File: src/rtl/axis_gen_pkg.sv
// Shared types and default widths for the AXI4-Stream frame generator.
package axis_gen_pkg;

  typedef enum logic [1:0] {
    IDLE = 2'd0,
    SEND = 2'd1,
    GAP  = 2'd2,
    DONE = 2'd3
  } gen_state_t;

  localparam int W_DEF     = 32;
  localparam int LEN_W_DEF = 16;
  localparam int FRAMES_W  = 32;
  localparam int GAP_W     = 16;

endpackage

File: src/rtl/axis_frame_gen.sv
// AXI4-Stream frame generator: fixed-length frames of an incrementing word pattern.
// Define AXIS_FRAME_GEN_GAP_EN to add the gap_cycles port and inter-frame GAP state.
module axis_frame_gen
  import axis_gen_pkg::*;
#(
  parameter int W     = W_DEF,
  parameter int LEN_W = LEN_W_DEF
) (
  input  logic                clk,
  input  logic                areset,
  input  logic                enable,
  input  logic [LEN_W-1:0]    frame_len,
  input  logic [FRAMES_W-1:0] num_frames,
`ifdef AXIS_FRAME_GEN_GAP_EN
  input  logic [GAP_W-1:0]    gap_cycles,
`endif
  output logic [W-1:0]        m_axis_tdata,
  output logic                m_axis_tvalid,
  input  logic                m_axis_tready,
  output logic                m_axis_tlast,
  output logic                busy,
  output logic                done,
  output logic [FRAMES_W-1:0] frames_sent
);

  gen_state_t          r_state;
  logic [W-1:0]        r_tdata;
  logic [LEN_W-1:0]    r_idx;
  logic [LEN_W-1:0]    r_len_m1;
  logic [FRAMES_W-1:0] r_left;
  logic                r_finite;
  logic                r_done;
  logic [FRAMES_W-1:0] r_frames_sent;
`ifdef AXIS_FRAME_GEN_GAP_EN
  logic [GAP_W-1:0]    r_gap_cnt;
`endif

  logic w_send;
  logic w_last;

  // A zero length behaves as a single-word frame.
  function automatic logic [LEN_W-1:0] len_m1_of(input logic [LEN_W-1:0] len);
    return (len == '0) ? '0 : len - LEN_W'(1);
  endfunction

  assign w_send = (r_state == SEND);
  assign w_last = w_send && (r_idx == r_len_m1);

  assign m_axis_tdata  = r_tdata;
  assign m_axis_tvalid = w_send;
  assign m_axis_tlast  = w_last;
  assign busy          = (r_state != IDLE);
  assign done          = r_done;
  assign frames_sent   = r_frames_sent;

  always_ff @(posedge clk or posedge areset) begin
    if (areset) begin
      r_state       <= IDLE;
      r_tdata       <= '0;
      r_idx         <= '0;
      r_len_m1      <= '0;
      r_left        <= '0;
      r_finite      <= 1'b0;
      r_done        <= 1'b0;
      r_frames_sent <= '0;
`ifdef AXIS_FRAME_GEN_GAP_EN
      r_gap_cnt     <= '0;
`endif
    end else begin
      r_done <= 1'b0;
      case (r_state)
        IDLE: begin
          if (enable) begin
            r_len_m1 <= len_m1_of(frame_len);
            r_left   <= num_frames;
            r_finite <= (num_frames != '0);
            r_idx    <= '0;
            r_state  <= SEND;
          end
        end
        SEND: begin
          if (m_axis_tready) begin
            r_tdata <= r_tdata + W'(1);
            if (w_last) begin
              r_idx         <= '0;
              r_frames_sent <= r_frames_sent + FRAMES_W'(1);
              if (r_finite) r_left <= r_left - FRAMES_W'(1);
              // enable is only consulted at frame boundaries so frames are never truncated
              if (r_finite && (r_left == FRAMES_W'(1))) begin
                r_done  <= 1'b1;
                r_state <= DONE;
              end else if (!enable) begin
                r_state <= IDLE;
`ifdef AXIS_FRAME_GEN_GAP_EN
              end else if (gap_cycles != '0) begin
                r_gap_cnt <= gap_cycles - GAP_W'(1);
                r_state   <= GAP;
`endif
              end else begin
                r_len_m1 <= len_m1_of(frame_len);
              end
            end else begin
              r_idx <= r_idx + LEN_W'(1);
            end
          end
        end
`ifdef AXIS_FRAME_GEN_GAP_EN
        GAP: begin
          if (r_gap_cnt == '0) begin
            if (enable) begin
              r_len_m1 <= len_m1_of(frame_len);
              r_state  <= SEND;
            end else begin
              r_state <= IDLE;
            end
          end else begin
            r_gap_cnt <= r_gap_cnt - GAP_W'(1);
          end
        end
`endif
        DONE: begin
          if (!enable) r_state <= IDLE;
        end
        default: r_state <= IDLE;
      endcase
    end
  end

endmodule

File: config.mk
export PLATFORM = sky130hd
export DESIGN_NAME = axis_frame_gen
export DESIGN_NICKNAME = d
export VERILOG_FILES = /design/src/rtl/axis_gen_pkg.sv /design/src/rtl/axis_frame_gen.sv
export SDC_FILE = /design/constraint.sdc
export NUM_CORES = 1
export LEC_CHECK = 0
export ABC_CLOCK_PERIOD_IN_PS = 4600
export CAP_MARGIN = 10
export CORE_UTILIZATION = 45
export CTS_CLUSTER_SIZE = 14
export DETAILED_ROUTE_END_ITERATION = 12
export PLACE_DENSITY = 0.72
export SLEW_MARGIN = 20
export SYNTH_ARGS = -nofsm -noshare
export SYNTH_HDL_FRONTEND = slang
export SYNTH_SLANG_ARGS = --single-unit
File: constraint.sdc
create_clock -name clk -period 4.6 [get_ports clk]
set_clock_uncertainty 0.05 [all_clocks]
set_input_delay 0.92 -clock clk [delete_from_list [all_inputs] [get_ports clk]]
set_output_delay 0.92 -clock clk [all_outputs]
set_load 0.01 [all_outputs]
==> metrics.md <==
| Metric | Value |
|---|---|
| Vias in the first global route | `5648` |
| Layout cells sized above 1 | `8.06%` |
| Syn Std Cell Area | `7030 µm²` |
| GP Congestion | `0.823` |
| Antenna diode instance count | `0` |
| CTS clk-pin slew, worst paths | `60 ps` |
| # rows | `45` |
| Unrepaired setup endpoints after global routing | `no` |
| Met2 Use GR | `33.8%` |
| Aggregate negative setup slack | `0 ps` |
| Post-layout util | `59.0%` |
| Post-CTS setup repair buffer count | `0` |
| Slew margin rel. | `51.9%` |
| Overall Global Routing Usage | `21.0%` |
| Prevailing post-synth register cell | `dfrtp_1` |
| Largest net degree at the start of global routing | `79` |
| Sequential share of the synthesized area | `47.0%` |
| Crit-path slowest cell | `clkdlybuf4s50_1` |
| Pleak | `3.75 nW` |
| Post-synth EDFFs | `0` |
| Cell taking the most area after synthesis | `dfrtp_1` |
| Max-cap violations | `0` |
| Wire per inst | `15.3 µm` |
| Die footprint | `16100 µm²` |
| CTS Hold Buffers Added | `0` |
| Initial antenna violation count | `0` |
| Final worst path period need | `3460 ps` |
| DIE WIDTH | `127 µm` |
| WL final | `16.0 mm` |
| Drt initial violations | `411` |
| Syn Area/Cell | `9.69 µm²` |
| Clock Tree Buf Depth | `2` |
| TritonCTS clock tree | `done` |
| Worst VDD drop | `245 µV` |
| Die Span Y | `127 µm` |
| Critical path buffers and inverters | `2` |
| Worst skew pair latency | `420 ps` |
| Fmax | `289 MHz` |
| Port buffer count | `119` |
| M3 GR Usage | `4.60%` |
| Num CTS Buffers | `17` |
| Cell count of the worst hold path | `1` |
| Post-cts resize count | `0` |
| Async S/R FF share, synth | `100%` |
| Worst r2r path cells | `7` |
| Antenna-violating nets left | `0` |
| Vias per Instance | `5.55` |
| Worst hold path type | `flip-flop to flip-flop` |
| Synth cell types | `52` |
| Area taken by multi-input logic gates | `3560 µm²` |
| Crit start category | `flip-flop` |
| Global-route wire length before repair | `27.0 mm` |
| Slowest stage delay, CP | `560 ps` |
| WS Path Type | `flip-flop to output port` |
| Sink Count | `132` |
| FF+latch area | `3300 µm²` |
| Overflow after GRT | `0` |
| DP Wirelength | `11.3 mm` |
| Tcrit/Tclk final | `75.2%` |
| Synthesized instance count | `725` |
| Final setup viols | `0` |
| Number of cells on the critical path | `6` |
| Status | `finished, final reports clean` |
| Synth Register Bits | `132` |
| Syn. warnings | `0` |
| Initial Util | `46.2%` |
| Power Dens Cells | `340 nW/µm²` |
| Crit. End Element | `output port` |
| Fin. max-slew vios | `0` |
| Met1 Use GR | `27.9%` |
| # IOs | `120` |
| Cell with the most instances after synthesis | `dfrtp_1` |
| Area Growth Syn to Fin | `27.7%` |
| Power Total | `3.05 mW` |
| Final nets | `902` |
| Gr busiest metal | `met2` |
| Crit Path Max Fanout | `15` |
| Total number of vias | `5796` |
| Crit-path cells | `xnor2_1, nand4_1, nor4_2, buf_4, and2_1, clkdlybuf4s50_1` |
| Yosys top cell area share | `47.0%` |
| CP arrival | `2490 ps` |
| Drt first pass iters | `5` |
| Inst Count DP | `1012` |
| Fin cells | `1044` |
| Synth top area cells | `dfrtp_1 47%, xnor2_1 8.4%, xor2_1 4.6%` |
| Root Driver | `clkbuf_16` |
| Worst Path Required | `3630 ps` |
| Final Hold Fails | `0` |
| Most instantiated cells after synthesis | `132 x dfrtp_1, 78 x nor2_1, 67 x xnor2_1` |
| Fillers | `1308` |
| Core area | `15200 µm²` |
| Worst path top cell family by delay | `buffers and inverters` |
| Post-Syn Nets | `784` |
| Post-route DRC | `0` |
| Worst Tran Pin Value | `714 ps` |
| H-tree Lvls | `4` |
==> logic make-up after synthesis <==
family / count (synthesis) / synth area share (%)
AND/OR/NAND/NOR: 328 / 23.8
flip-flops: 132 / 47.0
XOR/XNOR: 104 / 13.0
AO/OA/AOI/OAI: 89 / 8.37
buffers and inverters: 42 / 2.46
multiplexers: 23 / 4.15
adder cells (fa/ha/maj): 7 / 1.25
==> area by class of cell <==
class                      count  area share [%]
multi-input combinational    551            39.6
sequential                   132            36.8
timing repair buffer         128            14.2
clock buffer                  18            4.78
tap                          188            2.62
clock inverter                14            1.41
inverter                      13           0.572
==> cells in the final DEF (no fill, tap or decap), drive strengths merged, types with 3 or more instances in the layout <==
master	n
xnor2	67
o31a	4
clkinvlp	5
clkdlybuf4s50	119
or4	4
buf	9
o211ai	5
nor2b	3
a21oi	17
nor4	29
a22oi	4
nand3	41
mux2i	4
nor3	27
and4	6
inv	17
o311ai	6
nor2	78
nand4	24
o21ai	22
or2	3
mux2	19
and3	16
and2	7
o22ai	11
dfrtp	132
a211oi	7
nand2b	5
nand2	65
clkbuf	18
ha	7
or3	12
clkinv	4
xor2	37
==> where the power goes <==
group	total, mW	leakage [nW]	switching (mW)	internal (mW)
combinational	0.415	1.76	0.190	0.226
clock	1.27	0.260	0.526	0.746
sequential	1.36	1.73	0.109	1.25
total	3.05	3.75	0.824	2.22
==> state kept, by name, indices dropped and copies added (netlist names) <==
register,cells
r_finite,1
r_state,2
r_len_m1,16
m_axis_tdata,32
frames_sent,32
r_left,32
r_idx,16
done,1
==> stage by stage <==
stage          area [µm²]  worst slack (ps)  hold WS [ps]
2_1_floorplan        7030               104           411
3_3_place_gp         8420              1170           412
3_5_place_dp         8420              1110           416
4_1_cts              8970              1100           425
5_1_grt              8970               946           429
6_report             8970              1140           417
==> metal layers <==
metal | wire [µm] | vias to the layer above
met3 | 845 | 20
met1 | 7510 | 2780
met5 | 0 | -
met2 | 7340 | 164
li1 | - | 2832
met4 | 265 | 0
==> path summary, 6_finish.rpt <==
kind	from	to	slack, ps
hold / removal	frames_sent[31]$_DFFE_PP0P_	frames_sent[31]$_DFFE_PP0P_	420
setup / recovery	r_idx[3]$_DFFE_PP0P_	m_axis_tlast	1140
hold reg to reg	frames_sent[31]$_DFFE_PP0P_	frames_sent[31]$_DFFE_PP0P_	420
max in group asynchronous	areset	r_len_m1[5]$_DFFE_PP0P_	2740
min in group asynchronous	areset	frames_sent[0]$_DFFE_PP0P_	920
setup reg to reg	r_left[18]$_DFFE_PP0P_	r_len_m1[2]$_DFFE_PP0P_	1530
Power figures use the tool's default switching activity.
